--- src/rtl/cic_pkg.sv ---
// cic_pkg: shared width helpers and saturating resize for the CIC filters
package cic_pkg;

    function automatic int cic_l(input int r);
        return $clog2(r);
    endfunction

    function automatic int cic_w(input int bits_in, input int n, input int r);
        return bits_in + n * $clog2(r);
    endfunction

    function automatic int cic_s(input int n, input int r);
        return (n - 1) * $clog2(r);
    endfunction

    function automatic logic signed [63:0] sat_resize(input logic signed [63:0] v, input int bits);
        logic signed [63:0] hi;
        logic signed [63:0] lo;
        hi = (64'sd1 <<< (bits - 1)) - 64'sd1;
        lo = -hi - 64'sd1;
        return (v > hi) ? hi : ((v < lo) ? lo : v);
    endfunction

endpackage

--- src/rtl/cic_integrator_chain.sv ---
// cic_integrator_chain: tick-enabled cascade of N wrapping integrators
module cic_integrator_chain #(
    parameter int N = 2,
    parameter int W = 38
) (
    input  logic                clk_i,
    input  logic                reset_i,
    input  logic                tick_i,
    input  logic signed [W-1:0] u_i,
    output logic signed [W-1:0] sum_o
);

    logic signed [W-1:0] acc_q [N];
    logic signed [W-1:0] acc_d [N];
    logic signed [W-1:0] nxt [N];

    // each stage adds the pre-update value of its predecessor, keeping the chain registered
    always_comb begin
        nxt[0] = acc_q[0] + u_i;
        for (int j = 1; j < N; j++) nxt[j] = acc_q[j] + acc_q[j-1];
        for (int j = 0; j < N; j++) acc_d[j] = tick_i ? nxt[j] : acc_q[j];
        sum_o = nxt[N-1];
    end

    // accumulator state, cleared by reset
    always_ff @(posedge clk_i) begin
        if (reset_i) acc_q <= '{default: '0};
        else acc_q <= acc_d;
    end

endmodule

--- src/rtl/cic_interpolator.sv ---
// cic_interpolator: comb / zero-stuff / integrator interpolation path with one-entry input holding register
module cic_interpolator
    import cic_pkg::*;
#(
    parameter int NUM_BITS_IN       = 24,
    parameter int NUM_BITS_OUT      = 24,
    parameter int CIC_STAGES        = 2,
    parameter int CIC_INTERPOLATION = 128
) (
    input  logic                           clk_i,
    input  logic                           reset_i,
    input  logic                           tick_i,
    input  logic signed [NUM_BITS_IN-1:0]  data_i,
    input  logic                           valid_i,
    output logic                           ready_o,
    output logic signed [NUM_BITS_OUT-1:0] data_o,
    output logic                           done_o,
    output logic                           underrun_o
);

    localparam int L = cic_l(CIC_INTERPOLATION);
    localparam int W = cic_w(NUM_BITS_IN, CIC_STAGES, CIC_INTERPOLATION);
    localparam int S = cic_s(CIC_STAGES, CIC_INTERPOLATION);

    if (CIC_INTERPOLATION < 2 || (CIC_INTERPOLATION & (CIC_INTERPOLATION - 1)) != 0) begin : g_bad_ratio
        $error("CIC_INTERPOLATION must be a power of two >= 2");
    end
    if (W > 64) begin : g_bad_width
        $error("internal CIC width exceeds 64 bits");
    end

    logic [L-1:0]                   phase_q, phase_d;
    logic                           full_q, full_d;
    logic signed [W-1:0]            hold_q, hold_d;
    logic signed [W-1:0]            z_q [CIC_STAGES];
    logic signed [W-1:0]            z_d [CIC_STAGES];
    logic signed [W-1:0]            d [CIC_STAGES+1];
    logic signed [NUM_BITS_OUT-1:0] data_q, data_d;
    logic                           done_q, done_d;
    logic                           underrun_q, underrun_d;
    logic                           pop, hs;
    logic signed [W-1:0]            u, sum, shifted;

    assign ready_o    = !full_q && !reset_i;
    assign data_o     = data_q;
    assign done_o     = done_q;
    assign underrun_o = underrun_q;

    // pop a sample at phase 0, run the comb chain on it and zero-stuff the other phases
    always_comb begin
        pop        = tick_i && (phase_q == '0);
        hs         = valid_i && ready_o;
        d[0]       = full_q ? hold_q : '0;
        for (int j = 1; j <= CIC_STAGES; j++) d[j] = d[j-1] - z_q[j-1];
        for (int j = 0; j < CIC_STAGES; j++) z_d[j] = pop ? d[j] : z_q[j];
        u          = pop ? d[CIC_STAGES] : '0;
        full_d     = hs ? 1'b1 : (pop ? 1'b0 : full_q);
        hold_d     = hs ? {{(W-NUM_BITS_IN){data_i[NUM_BITS_IN-1]}}, data_i} : hold_q;
        phase_d    = tick_i ? phase_q + 1'b1 : phase_q;
        shifted    = sum >>> S;
        data_d     = tick_i ? NUM_BITS_OUT'(sat_resize(64'(shifted), NUM_BITS_OUT)) : data_q;
        done_d     = tick_i;
        underrun_d = pop && !full_q;
    end

    cic_integrator_chain #(
        .N(CIC_STAGES),
        .W(W)
    ) u_integrators (
        .clk_i  (clk_i),
        .reset_i(reset_i),
        .tick_i (tick_i),
        .u_i    (u),
        .sum_o  (sum)
    );

    // holding register, phase, comb delays and output registers
    always_ff @(posedge clk_i) begin
        if (reset_i) begin
            phase_q    <= '0;
            full_q     <= 1'b0;
            hold_q     <= '0;
            z_q        <= '{default: '0};
            data_q     <= '0;
            done_q     <= 1'b0;
            underrun_q <= 1'b0;
        end else begin
            phase_q    <= phase_d;
            full_q     <= full_d;
            hold_q     <= hold_d;
            z_q        <= z_d;
            data_q     <= data_d;
            done_q     <= done_d;
            underrun_q <= underrun_d;
        end
    end

endmodule

--- config.mk ---
export PLATFORM = sky130hd
export DESIGN_NAME = cic_interpolator
export DESIGN_NICKNAME = d
export VERILOG_FILES = /design/src/rtl/cic_pkg.sv /design/src/rtl/cic_integrator_chain.sv /design/src/rtl/cic_interpolator.sv
export SDC_FILE = /design/constraint.sdc
export NUM_CORES = 1
export LEC_CHECK = 0
export BUFFER_PORTS_ARGS = -buffer_cell sky130_fd_sc_hd__clkbuf_2
export CAP_MARGIN = 20
export CORE_MARGIN = 2
export CORE_UTILIZATION = 30
export DETAILED_ROUTE_END_ITERATION = 6
export MAX_ROUTING_LAYER = met4
export SLEW_MARGIN = 15
export SYNTH_ARGS = -nofsm -noshare
export SYNTH_HDL_FRONTEND = slang
export SYNTH_HIERARCHICAL = 1
export SYNTH_SLANG_ARGS = --single-unit
--- constraint.sdc ---
create_clock -name clk_i -period 21.4 [get_ports clk_i]
set_clock_uncertainty 0.2 [all_clocks]
set_input_delay 2.14 -clock clk_i [delete_from_list [all_inputs] [get_ports clk_i]]
set_output_delay 2.14 -clock clk_i [all_outputs]
set_load 0.1 [all_outputs]
==> results of run 1 <==
[per-stage QoR]
step	utilization [%]	std cells	instance area, um^2	hold slack (ps)	power [W]
finish	32.62	2617	16360	252.7	0.001950
global route	32.62	2617	16360	270.9	0.002108
CTS	32.62	2617	16360	256.1	0.001952
detailed placement	31.50	2587	15800	241.5	0.001629
global placement	31.50	2587	15800	238.4	0.001613
floorplan	-	1982	15220	226.5	0.001426
[final cells by class]
cell class,count,area (um^2),area share [%]
Inverter,109,409.1,2.500
Clock inverter,7,73.82,0.4511
Tap cell,672,840.8,5.138
Clock buffer,23,488.0,2.982
Timing Repair Buffer,62,339.1,2.072
Sequential cell,196,3924,23.98
Multi-Input combinational cell,1548,10290,62.88
[cells in the final DEF, fill, tap and decap left out, types with 6 or more instances in the layout]
cell type,n
a211o_1,7
a211oi_1,11
a21boi_0,11
a21o_1,68
a21oi_1,194
a31o_2,8
a31oi_1,16
and2_1,30
and3_1,16
and4_1,6
buf_4,9
clkbuf_16,17
clkbuf_2,52
dfxtp_1,196
ha_1,138
inv_1,109
mux2i_1,50
nand2_1,211
nand2b_1,67
nand3_1,28
nand4_1,21
nor2_1,166
nor2b_1,17
nor3_1,42
nor3b_1,10
nor4_1,6
o211ai_1,13
o21a_1,23
o21ai_0,117
o21ai_1,6
o21bai_1,26
o31ai_1,15
or2_2,6
or3_1,7
xnor2_1,73
xor2_1,37
[worst max-delay path: cells and delay by family (launching register included)]
| family | cells | cell delay [ps] |
|---|---|---|
| adders and majority gates | 3 | 1050 |
| DFF | 1 | 780 |
| AOI/OAI and AO/OA | 18 | 4160 |
| xor gates and xnor gates | 2 | 310 |
| and+or+nand+nor | 5 | 1030 |
[per-layer routing]
layer  vias to the layer above  track usage, %
li1                       6882               -
met4                         0           3.632
met5                         -               -
met1                      6047           20.34
met2                       218           22.01
met3                        27           2.502
[how the worst max path moves through the flow]
stage                      start                      end  slack [ps]  cells past startpoint
after detailed placement  full_q  u_integrators/acc_q[75]       13820                     28
final                     full_q  u_integrators/acc_q[75]       13750                     28
after global routing      full_q  u_integrators/acc_q[75]       13150                     28
after global placement    full_q  u_integrators/acc_q[74]       13990                     27
after floorplan           full_q  u_integrators/acc_q[75]       14700                     31
after CTS                 full_q  u_integrators/acc_q[75]       13810                     28
[state kept, by name, indices dropped and copies added, names as in the netlist]
| register | count |
|---|---|
| u_integrators/acc_q | 76 |
| z_q | 62 |
| data_o | 24 |
| hold_q | 24 |
| phase_q | 7 |
| done_o | 1 |
| full_q | 1 |
| underrun_o | 1 |
[where the power goes]
| part | internal (W) | switching [W] |
|---|---|---|
| Clock | 0.000172 | 0.000142 |
| Sequential | 0.000426 | 0.0000503 |
| Combinational | 0.000441 | 0.000719 |
| Total | 0.00104 | 0.000911 |
==> metrics.cfg, run 1 <==
[run_status]
status=completed

[floorplan]
die_h_um=229.3
die_area_um2=52560
die_width_um=229.3
start_util_pct=30.34
core_area_um2=50170
rows=82
boundaryPins=55

[grt]
grt_max_degree=77
grt_pass1_vias=12445
antenna_found_initial=0
grt_use_total_pct=14.66
overflow=0
grt_pass1_wl_um=62700

[worst_hold_path]
hp-start=z_q[59]
min_to=z_q[59]
hold_path_depth=2
hold_class=flop to flop

[logic_synthesis]
syn_area_per_cell_um2=7.680
syn_nets=2152
syn_inst=1982
ys_warn_count=6
synth_area_um2=15220

[power_and_ir_drop]
cellLeakagePower_nw=6.847
vdd_ir_drop_max_uv=64.96
pwr_density_cell_nw_per_um2=119.1

[final_layout]
fin_nets=2104
fillCellCount=5341
antenna_cells=0
drive_gt1_share_pct=6.992
syn2layout_area_growth_pct=7.504

[timing]
hold_viol=0
worst_pin_slew_ps=849.8
timing.setup.tns_ps=0
finalMaxSlewViolations=0
fmax_mhz=130.8
slew_headroom_pct=43.14
setup_viol=0
min_period_ps=7645
fin_crit_sh_pct=35.73
rsz0062_at_grt=no
worst_slack_ps=13750

[worst_setup_path]
endpoint_kind=flop
cp_slowest_cell=dfxtp_1
critPathMaxStageDelay_ps=780
rr_worst_depth=28
worst-endpoint-arrival_ps=7830
timing.rr.end=u_integrators/acc_q[75]
cp.required_ps=21580
crit_fanout=28
cp_common_cell=a21oi_1
start_kind=flop
r2r_setup_slack_ps=13750
critPathKind=flop to flop
reg2reg_from=full_q

[clock_tree]
root_buffer=clkbuf_16
cts_tree=done
ctsResizeCount=0
path_clk_slew_ps=70
clock_sink_count=196
post_cts_buffers=0
cts_hold_buf=0
htreeDepth=4
clock_latency_ps=460
clock_path_buffers=2
cts_buffers=17

[drt]
wire_per_inst_um=14.29
drtPass1Iterations=5
vias_per_cell=5.034
drt-total-wl_um=37400
wl_met3_um=1195
met2_length_um=15780
num_vias=13174
drc=0
initialDrtViolationCount=714
wl_met1_um=19990
routed.top_layer=met4
ant_nets=0

[placed_design]
place.port_buffers=54
dp_hpwl_um=28230
dp_slack_ps=13820
routabilityCongestion=0.8863

[run]
cap_violations=0

Power figures use the tool's default switching activity.
==> inputs of run 2 (changes only) <==
==> constraint.sdc (replaced) <==
create_clock -name clk_i -period 6.5 [get_ports clk_i]
set_clock_uncertainty 0.2 [all_clocks]
set_input_delay 0.65 -clock clk_i [delete_from_list [all_inputs] [get_ports clk_i]]
set_output_delay 0.65 -clock clk_i [all_outputs]
set_load 0.1 [all_outputs]
==> metrics.cfg, run 2 (synthesized netlist as in run 1, its figures left out) <==
[timing]
worst_pin_slew_ps=930.1  ; +80.27 ps
setup_viol=0  ; unchanged
rsz0062_at_grt=yes
finalMaxSlewViolations=0  ; unchanged
min_period_ps=6428  ; -1217 ps
fmax_mhz=155.6  ; +19%
slew_headroom_pct=37.77  ; -5.4 points
hold_viol=0  ; unchanged
worst_slack_ps=71.78  ; -13680 ps
fin_crit_sh_pct=98.90  ; +63 points

[placed_design]
place_inst=2716  ; +5.0%
place.port_buffers=54  ; unchanged
routabilityCongestion=0.8754  ; -1.2%
dp_hpwl_um=29460  ; +4.4%
dp_slack_ps=-265.9  ; -14090 ps

[final_layout]
final_cells=2758  ; +5.4%
fillCellCount=5173  ; -3.1%
largest_reg_flops=76  ; unchanged
fin_nets=2244  ; +6.7%
drive_gt1_share_pct=17.50  ; +11 points
multi_input_area_um2=10800  ; +4.9%
final_common_cell=nand2_1
reg_top3=u_integrators/acc_q (76), z_q (62)
final_cell_mix=nand2_1 (208), dfxtp_1 (195), a21oi_1 (172)
top_register=u_integrators/acc_q
regArea_um2=3928  ; about the same
syn2layout_area_growth_pct=18.21
antenna_cells=0  ; unchanged

[clock_tree]
cts_hold_buf=0  ; unchanged
cts_buffers=17  ; unchanged
root_buffer=clkbuf_16
clock_sink_count=196  ; unchanged
path_clk_slew_ps=70  ; about the same
htreeDepth=4  ; unchanged
clock_path_buffers=2  ; unchanged
clock_latency_ps=470  ; about the same
cts_tree=done

[run_status]
status=completed

[worst_setup_path]
cp_slowest_cell=or4b_4
reg2reg_from=full_q
cp_common_cell=a21oi_2
critPathMaxStageDelay_ps=530  ; -250 ps
start_kind=flop
worst-endpoint-arrival_ps=6630  ; -1200 ps
critPathKind=flop to flop
cp.required_ps=6700  ; -14880 ps
crit_fanout=7  ; -75%
endpoint_kind=flop
cp-startpoint=full_q

[floorplan]
boundaryPins=55  ; unchanged
core_area_um2=50170  ; unchanged
die_width_um=229.3  ; unchanged
die_h_um=229.3  ; unchanged
die_area_um2=52560  ; unchanged
rows=82  ; unchanged
start_util_pct=30.34  ; unchanged

[worst_hold_path]
hold_class=primary input to flop
hp-start=data_i[2]

[power_and_ir_drop]
pwr_density_cell_nw_per_um2=403.5  ; +240%
cellLeakagePower_nw=7.683  ; +12%
power.total_w=0.007261  ; +270%
vdd_ir_drop_max_uv=229.9  ; +250%

[drt]
drc=0  ; unchanged
drtPass1Iterations=7  ; +2
wire_per_inst_um=14.16  ; -0.89%
vias_per_cell=4.963  ; -1.4%
ant_nets=0  ; unchanged
num_vias=13687  ; +3.9%
drt-total-wl_um=39060  ; +4.4%
initialDrtViolationCount=755  ; +5.7%

[grt]
grt_use_total_pct=15.12  ; +0.46 points
grt_pass1_wl_um=64800  ; +3.4%
grt_max_degree=80  ; +3.9%
antenna_found_initial=0  ; unchanged
grt_pass1_vias=13059  ; +4.9%
overflow=0  ; unchanged

[run]
cap_violations=0  ; unchanged

-- run 2: cell count changes in the layout (fill, tap and decap cells not counted), moves of 6 or more --
cell     before  now
buf_4         9  143
a21oi_1     194  172
a21oi_2       3   23
o21ai_0     117  105
o21ai_2       0    7
ha_1        138  132
-- run 2: path summary, 6_finish.rpt --
| check | endpoint | slack (ps) | depth (start not counted) |
|---|---|---|---|
| min | hold_q[2] | 180 | 3 |
| max reg2reg | u_integrators/acc_q[75] | 70 | 30 |
| min reg2reg | z_q[18] | 260 | 2 |
| max | u_integrators/acc_q[75] | 70 | 30 |
-- run 2: repair_timing --
item                                    4_1_cts  5_1_grt
endpoints found under the setup margin        9       20
gates resized for setup                      23       97
pin swaps                                    19       84
buffers inserted                              3        8
gates cloned                                  0        0
-- run 2: critical path, delay by kind of cell (launching register included) --
family                     cells  cell delay, ps
DFF                            1             380
and+or+nand+nor                8            1400
buffers and inverters          1              40
adders and majority gates      4            1030
AOI/OAI and AO/OA             15            2970
xor gates and xnor gates       2             310
-- run 2: where the power goes --
group	total (W)	internal [W]	switching, W
logic	0.00460	0.00200	0.00261
clock network	0.00109	0.000615	0.000471
registers	0.00157	0.00140	0.000170
total	0.00726	0.00401	0.00325
-- run 2: final cells by class --
cell class              instances  area share [%]
repair buffers                202           7.899
multi-input cells            1548           60.00
clock inverters                11          0.8483
clock buffers                  20           2.482
inverters                     109           2.274
flip-flops and latches        196           21.83
well taps                     672           4.673
-- run 2: stage by stage --
step | hold WS, ps | util, % | area [um^2] | TNS [ps]
3_3_place_gp | 234.9 | 33.49 | 16800 | -210.3
2_1_floorplan | 226.5 | - | 15270 | 0
6_report | 177.5 | 35.86 | 17990 | 0
4_1_cts | 148.2 | 34.91 | 17510 | -69.28
3_5_place_dp | 241.1 | 33.49 | 16800 | -704.5
5_1_grt | 162.7 | 35.86 | 17990 | -1395
-- run 2: per-layer routing --
layer / vias up / share of wire, % / wire length, um / GRT usage, %
met1: 6266 / 53 / 20530 / 20.65
li1: 7151 / - / - / -
met2: 236 / 43 / 16780 / 23.26
met4: 0 / 1.4 / 541 / 3.977
met5: - / 0 / 0 / -
met3: 34 / 3.1 / 1216 / 2.229
